===== src/rtl/irq_encoder8_3.sv =====
// ---------------------------------------------------------------------------
// irq_encoder8_3
//
// Registered 8-to-3 priority encoder with sticky request capture and a
// valid/ack handshake toward a single consumer (control unit / exception
// sequencer). Event lines are OR-ed into a pending register. One pending
// index at a time is presented on `code` with `valid` high. An ack retires
// that index and clears its pending bit.
//
// Parameters
//   ROUND_ROBIN : 0 = fixed priority, index 0 highest
//                 1 = rotating priority, scan starts just above the last
//                     acknowledged index and wraps 7 -> 0
//   RESET_LAST  : last-acknowledged index after reset (7 makes 0 win first)
//
// Ports
//   clk      in   rising-edge clock
//   reset_n  in   asynchronous active-low reset
//   req      in   [7:0] event lines; a high bit sets the matching pending bit
//   enable   in   1 = capture requests and start presentations
//   flush    in   synchronous clear of pending/overrun, drops presentation
//   ack      in   consumer accepts current code (only while valid)
//   code     out  [2:0] index being presented (defined while valid)
//   valid    out  code holds a pending request awaiting ack
//   pending  out  [7:0] registered pending set
//   overrun  out  sticky: a request arrived on an already-pending line
// ---------------------------------------------------------------------------
module irq_encoder8_3 #(
  parameter bit         ROUND_ROBIN = 1'b0,
  parameter logic [2:0] RESET_LAST  = 3'd7
) (
  input  logic       clk,
  input  logic       reset_n,
  input  logic [7:0] req,
  input  logic       enable,
  input  logic       flush,
  input  logic       ack,
  output logic [2:0] code,
  output logic       valid,
  output logic [7:0] pending,
  output logic       overrun
);

  typedef enum logic {
    ST_IDLE    = 1'b0,
    ST_PRESENT = 1'b1
  } state_t;

  state_t     state_q,   state_d;
  logic [2:0] code_q,    code_d;
  logic [2:0] last_q,    last_d;
  logic [7:0] pending_q, pending_d;
  logic       overrun_q, overrun_d;

  // -------------------------------------------------------------------------
  // Selection scanner. Both modes use the same upward scan; fixed priority
  // simply starts at index 0, round-robin starts just above the last ack.
  // The 3-bit start + offset sum wraps 7 -> 0 naturally. Selection looks at
  // the registered pending set only, never at this cycle's req.
  // -------------------------------------------------------------------------
  logic [2:0] scan_start;
  logic [2:0] scan_idx;
  logic [2:0] sel_idx;
  logic       sel_found;

  assign scan_start = ROUND_ROBIN ? (last_q + 3'd1) : 3'd0;

  always_comb begin
    // NOTE: every variable written here gets a default first; a path that
    // leaves one unassigned would infer a latch.
    sel_found = 1'b0;
    sel_idx   = 3'd0;
    scan_idx  = scan_start;
    for (int k = 0; k < 8; k++) begin
      scan_idx = scan_start + 3'(k);
      if (!sel_found && pending_q[scan_idx]) begin
        sel_found = 1'b1;
        sel_idx   = scan_idx;
      end
    end
  end

  // -------------------------------------------------------------------------
  // Ack clear mask: one-hot of the presented index, only while presenting.
  // An ack seen in IDLE has no effect.
  // -------------------------------------------------------------------------
  logic       ack_take;
  logic [7:0] clr_mask;

  assign ack_take = (state_q == ST_PRESENT) && ack;
  assign clr_mask = ack_take ? (8'd1 << code_q) : 8'd0;

  // -------------------------------------------------------------------------
  // Next-state logic: pending capture, overrun, and the IDLE/PRESENT FSM.
  // -------------------------------------------------------------------------
  always_comb begin
    state_d   = state_q;
    code_d    = code_q;
    last_d    = last_q;
    overrun_d = overrun_q;
    // The ack clear is applied whether or not capture is enabled, so a
    // presentation started before enable dropped can still be retired.
    pending_d = pending_q & ~clr_mask;

    if (enable) begin
      // OR-ing req after the clear makes a same-cycle request on the acked
      // line win: the bit stays pending and will be presented again.
      pending_d = pending_d | req;
      if ((req & pending_q & ~clr_mask) != 8'd0) begin
        overrun_d = 1'b1;
      end
    end

    unique case (state_q)
      ST_IDLE: begin
        if (enable && sel_found) begin
          code_d  = sel_idx;
          state_d = ST_PRESENT;
        end
      end
      ST_PRESENT: begin
        // code is held stable; no re-arbitration until the consumer acks.
        if (ack) begin
          last_d  = code_q;
          state_d = ST_IDLE;
        end
      end
      default: state_d = ST_IDLE;
    endcase

    // Flush overrides everything above. code and last keep their values;
    // the discarded ack does not count as an acknowledgement.
    if (flush) begin
      pending_d = 8'd0;
      overrun_d = 1'b0;
      state_d   = ST_IDLE;
      code_d    = code_q;
      last_d    = last_q;
    end
  end

  // -------------------------------------------------------------------------
  // State registers
  // -------------------------------------------------------------------------
  always_ff @(posedge clk or negedge reset_n) begin
    // NOTE: every register here, including code and last, is small control
    // state that must reach a known value on reset. State registers use
    // non-blocking assignments so all of them update together on the edge.
    if (!reset_n) begin
      state_q   <= ST_IDLE;
      code_q    <= 3'd0;
      last_q    <= RESET_LAST;
      pending_q <= 8'd0;
      overrun_q <= 1'b0;
    end else begin
      state_q   <= state_d;
      code_q    <= code_d;
      last_q    <= last_d;
      pending_q <= pending_d;
      overrun_q <= overrun_d;
    end
  end

  // Outputs come straight from registers.
  assign code    = code_q;
  assign valid   = (state_q == ST_PRESENT);
  assign pending = pending_q;
  assign overrun = overrun_q;

endmodule


===== config.mk =====
export PLATFORM = sky130hd
export DESIGN_NAME = irq_encoder8_3
export DESIGN_NICKNAME = d
export VERILOG_FILES = /design/src/rtl/irq_encoder8_3.sv
export SDC_FILE = /design/constraint.sdc
export NUM_CORES = 1
export LEC_CHECK = 0
export CAP_MARGIN = 20
export CORE_MARGIN = 1
export CORE_UTILIZATION = 45
export DETAILED_ROUTE_END_ITERATION = 12
export PLACE_DENSITY = 0.87
export SLEW_MARGIN = 5
export SYNTH_ARGS = -nofsm -noshare
export SYNTH_HDL_FRONTEND = slang
export SYNTH_SLANG_ARGS = --single-unit

===== constraint.sdc =====
create_clock -name clk -period 5.6 [get_ports clk]
set_input_delay 0.84 -clock clk [delete_from_list [all_inputs] [get_ports clk]]
set_output_delay 0.84 -clock clk [all_outputs]
set_load 0.05 [all_outputs]

==> flow_summary.toml, run 1 <==
[yosys]
ys_types = 23
synth-simple-area-share_pct = 29.5
synth_common_cells = "nor2_1, dfrtp_1, nand2_1"
synth_area_leaders = "dfrtp_1, nor2_1, a21oi_1"
synth_enable_flop_cells = 0
syn_avg_cell_area_sq_um = 8.43
syn_nets = 96
synth_top_area_share_pct = 46.5
synthesis.instances = 83
synthArstFlopShare_pct = 100
synth_flop_cell = "dfrtp_1"
yosysMostFrequentCell = "nor2_1"
synthAdderAreaFrac_pct = 0
ys_seq_elements = 13
yosysTopAreaCell = "dfrtp_1"
syn_area_sq_um = 699
ys_seq_area_share_pct = 46.5
synth_xor_area_share_pct = 0
ys_warn_count = 0
synth_mux_area_share_pct = 0
synth_compound_area_share_pct = 20.8
synth_top_family_by_area = "simple AND/OR/NAND/NOR gates"

[cts]
insertion_delay_ns = 0.27
cts_tree = "yes"
cts_setup_buffers = 0
cts-root-buf = "clkbuf_4"
hold_buffers = 0
ctsHtreeMaxLevel = 1
cts_made_buffers = 3
post_cts_resized = 0
clk_pin_slew_worst_paths_ns = 0.09
clk_path_buf_depth = 2
clock-sinks = 13

[sta]
slew_headroom_pct = 61.0
setup_tns_ns = 0
worstMarginPinSlew_ns = 0.583
hold_violations = 0
slew_violations = 0
min_period_ns = 2.45
period_share_pct = 43.7
fmax_mhz = 408
skew_ns = 0.00118
rsz0062_at_grt = "false"
final-setup-viol-count = 0

[power_and_ir_drop]
p_seq_share_pct = 41.3
peakVddDrop_mv = 0.301
powerDensity_mw_per_mm2 = 304
power.leakage_nw = 0.408
intPower_mw = 0.177
p_switching_mw = 0.121
clkPwrFrac_pct = 19.6
pwr-share-comb_pct = 39.1
p_sw_share_pct = 40.7

[floorplan]
num_rows = 13
die-width_um = 41.4
ioPinCount = 26
die_h_um = 41.4
coreArea_sq_mm = 0.00137
die_area_sq_mm = 0.00172
start_util_pct = 51.2

[setup_path]
critPathKind = "flop to output pin"
critical_path.top_delay_family = "buffers and inverters"
cp.arrival_ns = 1.61
rr_worst_depth = 4
regToRegSetupSlack_ns = 3.60
crit_fanout = 8
r2r_start = "pending[3]"
start_kind = "flop"
path_buf_inv = 1
slowest_stage = "clkdlybuf4s50_1"
slowest_delay_ns = 0.85
cp.required_ns = 4.76
endpoint_kind = "output pin"
cp_cell_sequence = "clkdlybuf4s50_1"
r2r-end = "valid"

[layout]
fin_area_sq_um = 981
diodes = 0
multiInputGateArea_sq_um = 352
finalNonFillerCells = 123
nets = 122
fill_cells = 124
area_growth_pct = 40.3
drive_above_1_share_pct = 6.48
regArea_sq_um = 325

[global_routing]
grt_pass1_vias = 601
grt.busiest_layer = "met2"
grt_pass1_wl_mm = 2.77
grt_max_degree = 14
grt_use_met1_pct = 28.9
gr-total-overflow = 0
groute.layer.met3.usage_pct = 3.91
track_usage_pct = 21.0
grt_util_met2_pct = 33.8
antenna_found_initial = 0

[routing]
wl_per_cell_um = 13.9
firstDrtPassIters = 4
ant_nets = 0
vias = 712
wl_mm = 1.71
vias_per_cell = 5.79
detail_route.iter0.violations = 16
route.detailed.drc = 0

[job]
cap_violations = 0

[placement]
hpwlAfterDp_mm = 1.30
routabilityCongestion = 0.875
dp.cells = 119
postPlaceCellArea_sq_um = 953
port_buffers = 25

[hold_path]
hold_class = "flop to flop"
min_path_cells = 2
min_to = "overrun"
min-delay-start = "overrun"

[outcome]
outcome = "completed"
## area by class of cell
class	count	area share, %
Clock buffer	3	2.30
Clock inverter	1	0.510
Inverter	2	0.765
Multi-Input combinational cell	64	35.8
Sequential cell	13	33.2
Tap cell	15	1.91
Timing Repair Buffer	25	25.5
## cell usage in the layout (no fill, tap or decap), drive strengths merged
| cell type | netlist | routed |
|---|---|---|
| and3b | 1 | 1 |
| a32oi | 1 | 1 |
| inv | 2 | 2 |
| a31oi | 2 | 2 |
| o21a | 1 | 1 |
| o21bai | 1 | 1 |
| or4 | 2 | 2 |
| nor3b | 1 | 1 |
| nand2b | 1 | 1 |
| nor4 | 1 | 1 |
| and3 | 1 | 1 |
| clkbuf | 4 | 3 |
| o31ai | 1 | 1 |
| a22oi | 5 | 5 |
| nand2 | 13 | 13 |
| or2 | 1 | 1 |
| and4 | 1 | 1 |
| nor2 | 14 | 14 |
| clkdlybuf4s50 | 0 | 25 |
| a21oi | 10 | 10 |
| nand3 | 4 | 4 |
| dfrtp | 13 | 13 |
| clkinv | 0 | 1 |
| nor2b | 2 | 2 |
| o22ai | 1 | 1 |
## cell families (layout without fill, tap and decap cells)
family | Yosys count | in the layout
DFF | 13 | 13
and+or+nand+nor | 42 | 42
AOI/OAI and AO/OA | 22 | 22
buffers and inverters | 6 | 31
## worst max path at each step
stage | startpoint | slack [ns] | cells after the start | end
global route | code[0] | 3.10 | 1 | code[0]
floorplan | pending[3] | 3.44 | 4 | valid
finish | code[0] | 3.15 | 1 | code[0]
detailed placement | ack | 3.05 | 6 | overrun
global placement | ack | 3.11 | 6 | overrun
CTS | code[2] | 3.15 | 1 | code[2]
## power groups by stage
stage / Combinational [mW] / Clock [mW] / Sequential [mW]
3_3_place_gp: 0.115 / 0 / 0.125
2_1_floorplan: 0.0343 / 0 / 0.162
6_report: 0.117 / 0.0585 / 0.123
4_1_cts: 0.117 / 0.0590 / 0.123
3_5_place_dp: 0.116 / 0 / 0.125
5_1_grt: 0.124 / 0.0636 / 0.125
## layer usage
layer / vias up / share of wire [%]
met3: 2 / 4.8
met2: 20 / 47
met4: 0 / 1.3
met5: - / 0
met1: 343 / 47
li1: 347 / -
## flip-flops by register name (all words and copies together) (netlist names)
name     cells
valid        1
code         3
pending      8
overrun      1
## per-stage QoR
stage	hold slack [ns]	power (mW)	setup slack [ns]	util, %
6_report	0.576	0.298	3.15	71.8
5_1_grt	0.610	0.313	3.10	71.8
4_1_cts	0.574	0.299	3.15	71.8
3_5_place_dp	0.552	0.241	3.05	69.8
3_3_place_gp	0.528	0.240	3.11	69.8
2_1_floorplan	0.544	0.197	3.44	-
Note: power is estimated with default switching activity, not from simulation.
==> inputs of run 2 (changes only) <==
- CORE_UTILIZATION: 45 -> 42
- PLACE_DENSITY: 0.87 -> 0.82
- clock period: 5.6 -> 2.5 ns (I/O delays scaled with it)
==> flow_summary.toml, run 2 (synthesis gave the netlist of run 1 again) <==
[floorplan]
die_area_sq_mm = 0.00183
coreArea_sq_mm = 0.00152
ioPinCount = 26
start_util_pct = 45.9
die-width_um = 42.8
die_h_um = 42.8
num_rows = 14

[routing]
vias = 705
wl_per_cell_um = 13.9
route.detailed.drc = 0
firstDrtPassIters = 4
vias_per_cell = 5.60
wl_mm = 1.75
ant_nets = 0
detail_route.iter0.violations = 25

[global_routing]
grt_pass1_vias = 660
gr-total-overflow = 0
grt_max_degree = 14
track_usage_pct = 21.4
grt_pass1_wl_mm = 2.88
antenna_found_initial = 0

[cts]
ctsHtreeMaxLevel = 1
cts_made_buffers = 3
cts_setup_buffers = 0
post_cts_resized = 0
clk_pin_slew_worst_paths_ns = 0.08
insertion_delay_ns = 0.27
hold_buffers = 0
cts_tree = "yes"
cts-root-buf = "clkbuf_4"
clk_path_buf_depth = 2
clock-sinks = 13

[power_and_ir_drop]
p_total_mw = 0.670
power.leakage_nw = 0.414
clkPwrFrac_pct = 19.8
p_seq_share_pct = 41.0
intPower_mw = 0.401
peakVddDrop_mv = 0.347
powerDensity_mw_per_mm2 = 673
p_sw_share_pct = 40.2
pwr-share-comb_pct = 39.2
p_switching_mw = 0.270

[layout]
diodes = 0
fin_area_sq_um = 996
final_common_cell = "clkdlybuf4s50_1"
area_growth_pct = 42.4
nets = 124
finalNonFillerCells = 126
fin_util_pct = 65.4
drive_above_1_share_pct = 7.27
layout_common_cells = "clkdlybuf4s50_1, nor2_1, nand2_1, dfrtp_1, a21oi_1"
largest_reg_flops = 8

[placement]
dp_slack_ns = 0.521
postPlaceCellArea_sq_um = 970
dp.cells = 122
hpwlAfterDp_mm = 1.35
port_buffers = 25
routabilityCongestion = 0.845

[setup_path]
cp.arrival_ns = 2.16
endpoint_kind = "flop"
critPathKind = "flop to flop"
crit_fanout = 6
start_kind = "flop"
cp.required_ns = 2.67

[sta]
timing.hold.ws_ns = 0.470
skew_ns = 0.00151
period_share_pct = 79.6
setup_tns_ns = 0
slew_violations = 0
min_period_ns = 1.99
final-setup-viol-count = 0
hold_violations = 0
slew_headroom_pct = 60.4
setup_slack_ns = 0.510
rsz0062_at_grt = "false"
worstMarginPinSlew_ns = 0.592
fmax_mhz = 502

[outcome]
outcome = "completed"

[hold_path]
hold_class = "input pin to asynchronous set/reset pin"

[job]
cap_violations = 0
[run 2: critical path, cell delays in order (launching register included)]
cell and delay [ns]:
dfrtp_1 0.45, or4_4 0.55, or4_4 0.44, o21a_4 0.23
or2_1 0.22
[run 2: metal layers]
layer	vias to the layer above	track usage, %	routed length (um)
li1	345	-	-
met5	-	0	0
met4	0	12.5	44
met3	8	2.98	85
met1	325	29.9	847
met2	27	31.2	773
[run 2: final timing paths]
| check | from | slack, ns | depth (start not counted) | end |
|---|---|---|---|---|
| max | pending[2] | 0.51 | 4 | valid |
| min | reset_n | 0.47 | 1 | pending[6] |
| max reg2reg | pending[2] | 0.51 | 4 | valid |
| min reg2reg | overrun | 0.55 | 2 | overrun |
| max in group asynchronous | reset_n | 1.65 | 1 | pending[3] |
| min in group clk | overrun | 0.55 | 2 | overrun |
[run 2: power groups by stage]
stage / combinational [mW] / clock, mW / sequential (mW)
2_1_floorplan: 0.0768 / 0 / 0.364
3_3_place_gp: 0.260 / 0 / 0.276
3_5_place_dp: 0.263 / 0 / 0.279
4_1_cts: 0.264 / 0.133 / 0.274
5_1_grt: 0.280 / 0.142 / 0.280
6_report: 0.263 / 0.132 / 0.275
[run 2: area by class of cell]
class | count | area, sq um
Sequential cell | 13 | 325
Inverter | 2 | 7.51
Fill cell | 132 | 528
Timing Repair Buffer | 27 | 265
Tap cell | 16 | 20.0
Multi-Input combinational cell | 64 | 352
Clock buffer | 4 | 26.3
